$ cat src/rtl/uart_program_loader.sv
// uart_program_loader: boot-time loader for the CPU's instruction/data RAM.
// Receives an 8N1 serial image (16-bit big-endian length, then big-endian
// 16-bit words), writes each word through a RAM write port, and holds the
// CPU stalled until the full image has been written.
module uart_program_loader #(
    parameter int unsigned CLKS_PER_BIT = 434,
    parameter logic [15:0] BASE_ADDR    = 16'h0000,
    parameter int unsigned MAX_WORDS    = 1024
) (
    input  logic        clk,
    input  logic        reset,
    input  logic        rx,
    output logic        mem_we,
    output logic [15:0] mem_addr,
    output logic [15:0] mem_data,
    output logic        cpu_hold,
    output logic        done,
    output logic        err,
    output logic [15:0] words_loaded
);

    // Last counter value of the half-bit wait (start-bit centre) and of a full bit.
    localparam logic [15:0] HALF_LAST = 16'(CLKS_PER_BIT / 2 - 1);
    localparam logic [15:0] BIT_LAST  = 16'(CLKS_PER_BIT - 1);

    typedef enum logic [1:0] {
        R_IDLE,
        R_START,
        R_DATA,
        R_STOP
    } rx_state_t;

    typedef enum logic [2:0] {
        L_LEN_HI,
        L_LEN_LO,
        L_DATA_HI,
        L_DATA_LO,
        L_DONE,
        L_ERR
    } ld_state_t;

    logic        rx_meta;
    logic        rx_sync;

    rx_state_t   r_state;
    logic [15:0] clk_cnt;
    logic [2:0]  bit_idx;
    logic [7:0]  shift;
    logic        byte_valid;
    logic        frame_err;

    ld_state_t   l_state;
    logic [7:0]  len_hi;
    logic [15:0] len;
    logic [7:0]  data_hi;
    logic [15:0] index;
    logic [15:0] len_next;
    logic [15:0] index_next;

    // Two-flop synchronizer for the asynchronous serial input, preset to idle.
    always_ff @(posedge clk or negedge reset) begin
        if (!reset) begin
            rx_meta <= 1'b1;
            rx_sync <= 1'b1;
        end else begin
            rx_meta <= rx;
            rx_sync <= rx_meta;
        end
    end

    // Bit receiver: start-bit validation, 8 LSB-first data bits, stop-bit check.
    always_ff @(posedge clk or negedge reset) begin
        if (!reset) begin
            r_state    <= R_IDLE;
            clk_cnt    <= '0;
            bit_idx    <= '0;
            shift      <= '0;
            byte_valid <= 1'b0;
            frame_err  <= 1'b0;
        end else begin
            byte_valid <= 1'b0;
            frame_err  <= 1'b0;
            case (r_state)
                R_IDLE: begin
                    if (!rx_sync) begin
                        clk_cnt <= '0;
                        r_state <= R_START;
                    end
                end
                R_START: begin
                    if (clk_cnt == HALF_LAST) begin
                        clk_cnt <= '0;
                        if (!rx_sync) begin
                            bit_idx <= '0;
                            r_state <= R_DATA;
                        end else begin
                            r_state <= R_IDLE;
                        end
                    end else begin
                        clk_cnt <= clk_cnt + 16'd1;
                    end
                end
                R_DATA: begin
                    if (clk_cnt == BIT_LAST) begin
                        clk_cnt <= '0;
                        shift   <= {rx_sync, shift[7:1]};
                        if (bit_idx == 3'd7) begin
                            r_state <= R_STOP;
                        end else begin
                            bit_idx <= bit_idx + 3'd1;
                        end
                    end else begin
                        clk_cnt <= clk_cnt + 16'd1;
                    end
                end
                R_STOP: begin
                    if (clk_cnt == BIT_LAST) begin
                        clk_cnt <= '0;
                        if (rx_sync) begin
                            byte_valid <= 1'b1;
                        end else begin
                            frame_err <= 1'b1;
                        end
                        r_state <= R_IDLE;
                    end else begin
                        clk_cnt <= clk_cnt + 16'd1;
                    end
                end
                default: r_state <= R_IDLE;
            endcase
        end
    end

    // Candidate length and next word index used by the loader decisions.
    always_comb begin
        len_next   = {len_hi, shift};
        index_next = index + 16'd1;
    end

    // Word loader: parses the header, issues one RAM write per word, tracks done/err.
    always_ff @(posedge clk or negedge reset) begin
        if (!reset) begin
            l_state      <= L_LEN_HI;
            len_hi       <= '0;
            len          <= '0;
            data_hi      <= '0;
            index        <= '0;
            mem_we       <= 1'b0;
            mem_addr     <= BASE_ADDR;
            mem_data     <= '0;
            cpu_hold     <= 1'b1;
            done         <= 1'b0;
            err          <= 1'b0;
            words_loaded <= '0;
        end else begin
            mem_we <= 1'b0;
            case (l_state)
                L_LEN_HI: begin
                    if (frame_err) begin
                        l_state <= L_ERR;
                    end else if (byte_valid) begin
                        len_hi  <= shift;
                        l_state <= L_LEN_LO;
                    end
                end
                L_LEN_LO: begin
                    if (frame_err) begin
                        l_state <= L_ERR;
                    end else if (byte_valid) begin
                        len <= len_next;
                        if (len_next == 16'd0) begin
                            l_state <= L_DONE;
                        end else if (32'(len_next) > MAX_WORDS) begin
                            l_state <= L_ERR;
                        end else begin
                            l_state <= L_DATA_HI;
                        end
                    end
                end
                L_DATA_HI: begin
                    if (frame_err) begin
                        l_state <= L_ERR;
                    end else if (byte_valid) begin
                        data_hi <= shift;
                        l_state <= L_DATA_LO;
                    end
                end
                L_DATA_LO: begin
                    if (frame_err) begin
                        l_state <= L_ERR;
                    end else if (byte_valid) begin
                        mem_we       <= 1'b1;
                        mem_data     <= {data_hi, shift};
                        mem_addr     <= BASE_ADDR + index;
                        index        <= index_next;
                        words_loaded <= words_loaded + 16'd1;
                        if (index_next == len) begin
                            l_state <= L_DONE;
                        end else begin
                            l_state <= L_DATA_HI;
                        end
                    end
                end
                // Entered on the write-issue edge, so release lands after the final mem_we cycle.
                L_DONE: begin
                    done     <= 1'b1;
                    cpu_hold <= 1'b0;
                end
                L_ERR: begin
                    err      <= 1'b1;
                    cpu_hold <= 1'b1;
                end
                default: l_state <= L_ERR;
            endcase
        end
    end

endmodule

$ cat config.mk
export PLATFORM = sky130hd
export DESIGN_NAME = uart_program_loader
export DESIGN_NICKNAME = d
export VERILOG_FILES = /design/src/rtl/uart_program_loader.sv
export SDC_FILE = /design/constraint.sdc
export NUM_CORES = 1
export LEC_CHECK = 0
export ABC_AREA = 1
export BUFFER_PORTS_ARGS = -buffer_cell sky130_fd_sc_hd__clkbuf_2
export CORE_AREA = 2 2 88 124
export CTS_CLUSTER_SIZE = 30
export DETAILED_ROUTE_END_ITERATION = 8
export DIE_AREA = 0 0 90 126
export PLACE_DENSITY_LB_ADDON = 0.12
export SETUP_SLACK_MARGIN = 0.15
export SYNTH_ARGS = -nofsm -noshare
export SYNTH_HDL_FRONTEND = slang
export SYNTH_SLANG_ARGS = --single-unit
$ cat constraint.sdc
create_clock -name clk -period 4.8 [get_ports clk]
set_input_delay 0.96 -clock clk [delete_from_list [all_inputs] [get_ports clk]]
set_output_delay 0.96 -clock clk [all_outputs]
set_load 0.1 [all_outputs]
==> out/metrics.cfg, run 1 <==
[cts]
cts-root-buf=clkbuf_16
cts_buffer_depth=2
cts_resized=0
cts_hold_buf=0
path_clk_slew_ns=0.06
cts_setup_buffers=0
clk-insertion-delay-late_ns=0.42
cts_made_buffers=17
htree_num_levels=4
cts_tree=done
cts.sinks=136

[worst_setup_path]
cp.required_ns=5.15
startpoint=l_state[2]
cp_max_fo=80
critPathArrivalTime_ns=2.74
crit_type=flop to flop
critPathLaunchType=flop
r2r_start=l_state[2]
endpoint_kind=flop

[sta]
period_share_pct=49.8
finalSetupViolations=0
finalHoldViolations=0
rsz0062_at_grt=false
worst_pin_slew_ns=0.973
fin_skew_ns=0.00762
finalCriticalPeriod_ns=2.39
fin_ws_ns=2.41
slew_violations=0
setup-tns-final_ns=0
timing.hold.ws_ns=0.357
maxSlewHeadroom_pct=35.1
max_freq_mhz=418

[power_and_ir_drop]
p_per_area_nw_per_um2=331
ir_worst_vdd_uv=250
power_mw=2.43
p_leak_nw=3.57

[job]
cap_violations=0

[logic_synthesis]
yosys.area.top_type_share_pct=52.2
synthMuxAreaShare_pct=0.177
ys_seq_elements=136
synth-simple-area-share_pct=26.0
syn-num-nets=762
ys_seq_area_share_pct=53.5
synth.area.top_cells=dfrtp_1 52%, nand2_1 13%, o21ai_0 6.9%
ys.warnings.count=0
synth_area_per_cell_um2=8.47
synth_xor_area_share_pct=3.44
synth_top_area_cell=dfrtp_1
synth.distinct_cells=34
netlist_area_um2=6370
synth_top_family_by_area=simple AND/OR/NAND/NOR gates
synth_adder_area_share_pct=1.37
synth_compound_area_share_pct=9.45
syn_inst=752

[global_routing]
antenna_found_initial=0
grt_overflow_total=0
use_met2_pct=47.5
use_met3_pct=5.20
grtUsageTotal_pct=25.6
top_usage_layer=met2
met1_usage_pct=27.1
grt_max_degree=81
grt_pass1_wl_mm=23.2
grt_pass1_vias=5190

[status]
outcome=finished clean

[routing]
vias_per_cell=5.38
drc_errors=0
drt.antenna.violating_nets=0
wirelength_mm=13.5
vias=5169
drt_iter0_drc=339
wire_per_inst_um=14.1
first_pass_iters=5

[layout]
final_area_um2=7340
area_delta_synth_final_pct=15.3
fin_nets=820
fin_util_pct=71.7
fin_cells=961
antenna_cells=0
layout-drive-gt1-share_pct=15.8

[floorplan]
ioPinCount=55
rows=44
core_um2=10200
die_w_um=90
die_h_um=126
dieArea_um2=11300
start_util_pct=62.2

[place]
placement.io_buffers=54
dp.cells=929
dpl_worst_slack_ns=2.42
place_area_um2=6770
hpwlAfterDp_mm=9.71
gp_congestion=0.889

[hold_path]
hp-start=rx_meta
hold_path.class=flop to flop

==> registers in the layout, summed over array words and instances (netlist names), 8 cells and up, named ones only <==
name / cells
shift: 8
clk_cnt: 16
len_hi: 8
mem_addr: 16
index: 16
len: 16
data_hi: 8
mem_data: 16
words_loaded: 16
==> cells in the mapped netlist, drive strengths merged <==
cell type,n
dfrtp,133
o21ai,93
mux2,1
nor3,10
buf,1
ha,7
o22ai,7
o211ai,1
nand2,227
a22o,2
nand4,18
xnor2,8
inv,85
dfstp,3
nand3b,5
a21oi,9
or2,1
nand3,45
clkbuf,16
nor2,57
xor2,17
nor4,3
o32ai,1
a31oi,1
o31ai,1
==> path summary, 6_finish.rpt <==
kind	end	slack, ns	cells past startpoint
hold reg to reg	rx_sync	0.36	0
min in group asynchronous	index[5]	0.70	1
setup / recovery	mem_addr[1]	2.41	7
hold / removal	rx_sync	0.36	0
max in group asynchronous	words_loaded[0]	3.13	2
setup reg to reg	mem_addr[1]	2.41	7
==> report_power, final <==
group	switching (mW)	internal, mW
clock network	0.494	0.763
registers	0.000985	1.15
logic	0.0224	0.00198
==> logic make-up (layout without fill, tap and decap cells) <==
| kind of cell | count (synthesis) | after routing |
|---|---|---|
| compound gates | 115 | 115 |
| xor+xnor | 25 | 25 |
| fa+ha+maj | 7 | 7 |
| buf+inv | 102 | 173 |
| flops | 136 | 136 |
| mux | 1 | 1 |
| simple gates | 366 | 366 |
==> layer usage <==
metal | routed length [µm] | share of wire, %
met3 | 509 | 3.8
met4 | 507 | 3.8
met1 | 5250 | 39
met5 | 0 | 0
met2 | 7240 | 54
==> worst max-delay path, cell delays in order, from the launching register on <==
cell,delay (ns)
dfrtp_1,0.43
inv_2,0.13
nand2_2,0.09
nor2_4,0.13
nand2_4,0.40
inv_1,0.71
nand2_1,0.27
nand2_1,0.13
==> cell usage in the layout, fill, tap and decap left out, types with 2 or more instances in the layout <==
master      netlist  layout
a21oi_1           9       9
a22o_1            2       2
buf_4             0       3
bufinv_16         0       2
clkbuf_16         0      17
clkbuf_2          0      53
clkinv_2          0       4
clkinv_4          0       4
clkinvlp_4        0       4
dfrtp_1         133     133
dfstp_2           3       3
ha_1              7       7
inv_1            80      80
inv_2             5       5
nand2_1         219     219
nand2_2           7       7
nand3_1          40      40
nand3_2           5       5
nand3b_1          5       5
nand4_1          18      18
nor2_1           41      41
nor2_2            9       9
nor2_4            7       7
nor3_1            9       9
nor4_2            2       2
o21ai_0          88      88
o21ai_1           5       5
o22ai_1           7       7
xnor2_1           8       8
xor2_1           17      17
==> area by class of cell <==
type / instances / area [µm²]
fillers: 802 / 2900
repair buffers: 56 / 288
multi-input cells: 514 / 2580
flip-flops and latches: 136 / 3410
inverters: 85 / 319
clock buffers: 17 / 425
well taps: 138 / 173
clock inverters: 15 / 154
Power figures use the tool's default switching activity.
==> run 2: changes to the inputs <==
CORE_AREA = 2 2 95 134   (was 2 2 88 124)
DIE_AREA = 0 0 97 136   (was 0 0 90 126)
clock period = 2.2 ns   (was 4.8 ns; I/O delays follow)
==> out/metrics.cfg, run 2 (synthesis gave the netlist of run 1 again) <==
[status]
outcome=finished clean

[worst_setup_path]
slowest_stage=dfrtp_1
path_cells=ha_2 > nand2_2 > nor2_4 > nand3_2 > nor2_2 > nand2_1 > nor2_1 > inv_1 > nor2_4 > nand4_1 > o21ai_1 > nand2_1 > o22ai_1
startpoint=clk_cnt[0]
reg2reg_to=clk_cnt[14]
crit_type=flop to flop
path_buf_inv=1  ; -1
cp.required_ns=2.53  ; -2.62 ns
r2r_setup_slack_ns=0.21  ; -2.20 ns
crit_family=simple AND/OR/NAND/NOR gates
cp_max_fo=3  ; -96%
worstRegToRegCells=13  ; +6
critPathArrivalTime_ns=2.32  ; -0.42 ns
critPathLaunchType=flop
endpoint_kind=flop
r2r_start=clk_cnt[0]
cp_slowest_stage_delay_ns=0.38  ; -0.33 ns

[layout]
area_delta_synth_final_pct=21.4
fin_nets=849  ; +3.5%
fin_cells=1002  ; +4.3%
mostFrequentLayoutCell=nand2_1
final_cell_mix=214 x nand2_1, 126 x dfrtp_1, 88 x o21ai_0
fin_util_pct=64.1  ; -7.6 points
layout-drive-gt1-share_pct=21.5  ; +5.7 points
antenna_cells=0  ; unchanged

[routing]
wire_per_inst_um=14.7  ; +4.9%
drt.antenna.violating_nets=0  ; unchanged
drt_iter0_drc=376  ; +11%
first_pass_iters=7  ; +2
vias_per_cell=5.29  ; -1.7%
wirelength_mm=14.8  ; +9.3%
vias=5296  ; +2.5%
drc_errors=0  ; unchanged

[floorplan]
die_h_um=136  ; +7.9%
rows=48  ; +9.1%
die_w_um=97  ; +7.8%
dieArea_um2=13200  ; +16%
ioPinCount=55  ; unchanged
core_um2=12100  ; +18%
start_util_pct=52.8  ; -9.4 points

[cts]
cts_tree=done
path_clk_slew_ns=0.06  ; about the same
clk-insertion-delay-late_ns=0.41  ; about the same
cts-root-buf=clkbuf_16
cts_made_buffers=17  ; unchanged
cts.sinks=136  ; unchanged
cts_hold_buf=0  ; unchanged
cts_buffer_depth=2  ; unchanged
htree_num_levels=4  ; unchanged

[global_routing]
grt_max_degree=57  ; -30%
grt_pass1_wl_mm=24.4  ; +5.2%
grtUsageTotal_pct=22.9  ; -2.7 points
grt_overflow_total=0  ; unchanged
antenna_found_initial=0  ; unchanged
grt_pass1_vias=5218  ; +0.54%

[sta]
setup-tns-final_ns=0  ; unchanged
maxSlewHeadroom_pct=63.4  ; +28 points
worst_pin_slew_ns=0.552  ; -0.422 ns
finalHoldViolations=0  ; unchanged
period_share_pct=90.5  ; +41 points
max_freq_mhz=502  ; +20%
fin_ws_ns=0.208  ; -2.20 ns
fin_skew_ns=0.00848  ; +0.000855 ns
slew_violations=0  ; unchanged
rsz0062_at_grt=true
finalCriticalPeriod_ns=1.99  ; -0.400 ns
finalSetupViolations=0  ; unchanged

[power_and_ir_drop]
ir_worst_vdd_uv=700  ; +180%
power_mw=5.47  ; +120%
p_leak_nw=3.70  ; +3.6%
p_per_area_nw_per_um2=706  ; +110%

[job]
cap_violations=0  ; unchanged

[place]
placement.io_buffers=54  ; unchanged
dpl_worst_slack_ns=0.158  ; -2.26 ns
hpwlAfterDp_mm=10.5  ; +7.7%
gp_congestion=0.940  ; +5.7%
dp.cells=958  ; +3.1%

[hold_path]
hold_path.class=input pin to async pin

run 2: cell types whose count changed in the layout (fill, tap and decap cells not counted), moves of 5 or more:
cell / change
dfrtp_1: -7
nor2_1: -6
dfrtp_2: +7
nand2_1: -5
buf_4: +27
nor2_4: +6
run 2: worst register-to-register path, stage by stage, from the launching register on:
cell and delay (ns):
dfrtp_1 0.38, ha_2 0.21, nand2_2 0.07, nor2_4 0.13, nand3_2 0.09, nor2_2 0.13, nand2_1 0.08, nor2_1 0.12
inv_1 0.09, nor2_4 0.14, nand4_1 0.16, o21ai_1 0.17, nand2_1 0.06, o22ai_1 0.09
run 2: power by group:
group / switching (mW) / total (mW) / internal (mW)
logic: 0.0520 / 0.0630 / 0.0110
registers: 0.00258 / 2.51 / 2.51
clock network: 1.06 / 2.89 / 1.84
total: 1.11 / 5.47 / 4.35
run 2: what timing repair did:
| action | CTS | global route |
|---|---|---|
| resized for setup | 1 | 30 |
| pin swaps | 0 | 19 |
| setup buffers | 0 | 12 |
| setup endpoints to repair | 1 | 17 |
run 2: final cells by class:
class / count / area [µm²]
sequential: 136 / 3420
clock inverter: 12 / 150
multi-input combinational: 514 / 2690
fill: 1068 / 4340
inverter: 85 / 319
tap: 150 / 188
clock buffer: 20 / 457
timing repair buffer: 85 / 522
run 2: worst max-delay path by stage:
stage,endpoint,depth (start not counted)
floorplan,words_loaded[15],6
global placement,l_state[1],14
detailed placement,l_state[1],14
CTS,l_state[1],14
global route,clk_cnt[14],13
finish,clk_cnt[14],13
run 2: through the flow:
stage / hold WS [ns] / area (µm²)
floorplan: 0.144 / 6370
detailed placement: 0.349 / 6930
global placement: 0.346 / 6930
global route: 0.0273 / 7740
CTS: 0.00817 / 7540
finish: 0.00285 / 7740
run 2: per-layer routing:
metal | track usage [%] | vias to the layer above | wire length (µm)
li1 | - | 2598 | -
met1 | 26.1 | 2549 | 6080
met2 | 41.5 | 115 | 7810
met3 | 4.58 | 34 | 396
met4 | 10.3 | 0 | 479
met5 | 0 | - | 0
==> run 3: changes to the inputs <==
ABC_AREA = default   (was 1)
CAP_MARGIN = 0   (was default)
CORE_AREA = 2 2 90 127   (was 2 2 95 134)
DIE_AREA = 0 0 92 129   (was 0 0 97 136)
clock period = 2.1 ns   (was 2.2 ns; I/O delays follow)
==> out/metrics.cfg, run 3 <==
[status]
outcome=finished, violations left
violations=setup timing

[sta]
setup-tns-final_ns=-0.00706  ; -0.00706 ns
fin_skew_ns=0.0141  ; +0.00561 ns
period_share_pct=100  ; +9.8 points
finalCriticalPeriod_ns=2.11  ; +0.115 ns
worst_pin_slew_ns=0.552  ; +0.000197 ns
finalHoldViolations=0  ; unchanged
finalSetupViolations=1  ; +1
timing.hold.ws_ns=0.0777  ; +0.0748 ns
fin_ws_ns=-0.00706  ; -0.215 ns
slew_violations=0  ; unchanged
rsz0062_at_grt=true
max_freq_mhz=475  ; -5.5%
maxSlewHeadroom_pct=63.4  ; about the same

[place]
placement.io_buffers=54  ; unchanged
hpwlAfterDp_mm=8.35  ; -20%
gp_congestion=0.876  ; -6.8%
dp.cells=717  ; -25%
place_area_um2=6890  ; -0.49%
dpl_worst_slack_ns=-0.0582  ; -0.216 ns

[routing]
wl_met3_um=446  ; +13%
wire_per_inst_um=16.8  ; +14%
wirelength_mm=12.8  ; -13%
wl_met1_mm=5.41  ; -11%
first_pass_iters=4  ; -3
drt.antenna.violating_nets=0  ; unchanged
dr_wl_met2_mm=6.72  ; -14%
vias=4372  ; -17%
drt_iter0_drc=170  ; -55%
routed.top_layer=met4
vias_per_cell=5.73  ; +8.4%
drc_errors=0  ; unchanged

[cts]
cts_tree=done
path_clk_slew_ns=0.07  ; about the same
cts-root-buf=clkbuf_16
cts.sinks=136  ; unchanged
clk-insertion-delay-late_ns=0.43  ; +0.02 ns
htree_num_levels=4  ; unchanged
cts_buffer_depth=2  ; unchanged
cts_made_buffers=17  ; unchanged

[logic_synthesis]
ys_seq_elements=136  ; unchanged
synth.area.top_cells=dfrtp_1 54%, mux2_2 13%, xnor2_1 5.5%
netlist_area_um2=6200  ; -2.7%
synth_most_common_cell=dfrtp_1
synth_area_per_cell_um2=12.3  ; +45%
syn_inst=506  ; -33%
ys_seq_area_share_pct=55.0  ; +1.5 points
yosys.area.top_type_share_pct=53.7  ; +1.4 points
async_flop_share_pct=100  ; unchanged
synthFlopType=dfrtp_1
ys_top_cells_by_count=133 x dfrtp_1, 74 x mux2_2, 39 x xnor2_1, 23 x nand3_1, 22 x nand2_1
synth_top_area_cell=dfrtp_1
synth_edf_count=0  ; unchanged
syn-num-nets=516  ; -32%
ys.warnings.count=0  ; unchanged
synth.distinct_cells=54  ; +59%

[worst_setup_path]
path_cells=ha_4 > and3_4 > nand4_1 > xnor2_1 > nand3b_1 > or4_4 > and3_4
critPathLaunchType=flop
cp_slowest_stage_delay_ns=0.55  ; +0.17 ns
crit_type=flop to flop
cp_max_fo=5  ; +2
cp.required_ns=2.41  ; -0.12 ns
crit_top_cell=and3_4
endpoint_kind=flop
critPathArrivalTime_ns=2.42  ; +0.10 ns
slowest_stage=or4_4

[layout]
mostFrequentLayoutCell=dfrtp_1
area_delta_synth_final_pct=26.5
fin_cells=763  ; -24%
antenna_cells=0  ; unchanged
layout-drive-gt1-share_pct=43.9  ; +22 points
final_cell_mix=121 x dfrtp_1, 66 x mux2_2, 53 x clkbuf_2
fin_nets=619  ; -27%
final_area_um2=7840  ; +1.3%
fin_util_pct=73.3  ; +9.2 points

[hold_path]
hold_path.class=input pin to flop

[floorplan]
dieArea_um2=11900  ; -10%
core_um2=10700  ; -11%
rows=45  ; -6.3%
ioPinCount=55  ; unchanged
die_h_um=129  ; -5.1%
start_util_pct=58.0  ; +5.2 points
die_w_um=92  ; -5.2%

[global_routing]
grtUsageTotal_pct=22.7  ; -0.19 points
grt_max_degree=43  ; -25%
grt_overflow_total=0  ; unchanged
grt_pass1_vias=4533  ; -13%
grt_pass1_wl_mm=21.2  ; -13%
antenna_found_initial=0  ; unchanged

[power_and_ir_drop]
p_per_area_nw_per_um2=712  ; +0.74%
p_leak_nw=3.89  ; +5.1%
power_mw=5.58  ; +2.1%
ir_worst_vdd_uv=627  ; -10%

[job]
cap_violations=0  ; unchanged

-- run 3: cell types whose count changed after synthesis, moves of 9 or more --
cell | before | now
nand2_1 | 219 | 22
mux2_2 | 1 | 74
o21ai_0 | 88 | 20
inv_1 | 80 | 13
xnor2_1 | 8 | 39
nor2_1 | 41 | 16
nand3_1 | 40 | 23
and3_1 | 0 | 15
buf_2 | 1 | 14
clkbuf_1 | 16 | 6
nor2_2 | 9 | 0
-- run 3: critical path: cells and delay by family (launching register included) --
family / cells / cell delay (ns)
XOR/XNOR: 1 / 0.21
adder cells (fa/ha/maj): 1 / 0.16
flip-flops: 1 / 0.42
AND/OR/NAND/NOR: 5 / 1.20
-- run 3: cell type report --
class	instances	area (µm²)
Sequential cell	136	3420
Fill cell	730	2860
Multi-Input combinational cell	333	2840
Timing Repair Buffer	108	772
Clock buffer	17	425
Tap cell	141	176
Clock inverter	15	151
Inverter	13	48.8
-- run 3: final timing paths --
| path | slack [ns] | depth (start not counted) | start | endpoint |
|---|---|---|---|---|
| max in group asynchronous | 1.07 | 3 | reset | cpu_hold |
| min | 0.08 | 1 | rx | rx_meta |
| min reg2reg | 0.36 | 0 | rx_meta | rx_sync |
| max reg2reg | -0.007 | 7 | index[0] | l_state[1] |
| min in group asynchronous | 0.43 | 2 | reset | words_loaded[13] |
| max | -0.007 | 7 | index[0] | l_state[1] |
-- run 3: timing repair --
action	CTS	global route
setup buffers	7	4
gates cloned	0	2
endpoints found under the hold margin	21	0
pin swaps	9	19
resized for setup	24	46
hold buffers	1	0
endpoints found under the setup margin	22	26
-- run 3: report_power, final --
group	switching, mW	total [mW]	leakage, nW	internal [mW]
clock	1.30	2.89	0.279	1.58
combinational	0.0534	0.0681	1.75	0.0147
sequential	0.00138	2.62	1.86	2.62
total	1.36	5.58	3.89	4.22
-- run 3: per-layer routing --
layer	vias up	GRT usage [%]
met1	2220	27.7
met2	103	38.8
met5	-	0
li1	2025	-
met4	0	9.04
met3	24	5.68
-- run 3: kinds of logic (layout without fill, tap and decap cells) --
| logic type | Yosys count | after routing | share of synthesized area [%] |
|---|---|---|---|
| simple gates | 138 | 138 | 13.1 |
| buf+inv | 37 | 153 | 2.78 |
| compound gates | 54 | 54 | 5.65 |
| fa+ha+maj | 7 | 7 | 1.41 |
| flops | 136 | 136 | 55.0 |
| mux | 76 | 76 | 13.9 |
| xor+xnor | 58 | 58 | 8.19 |
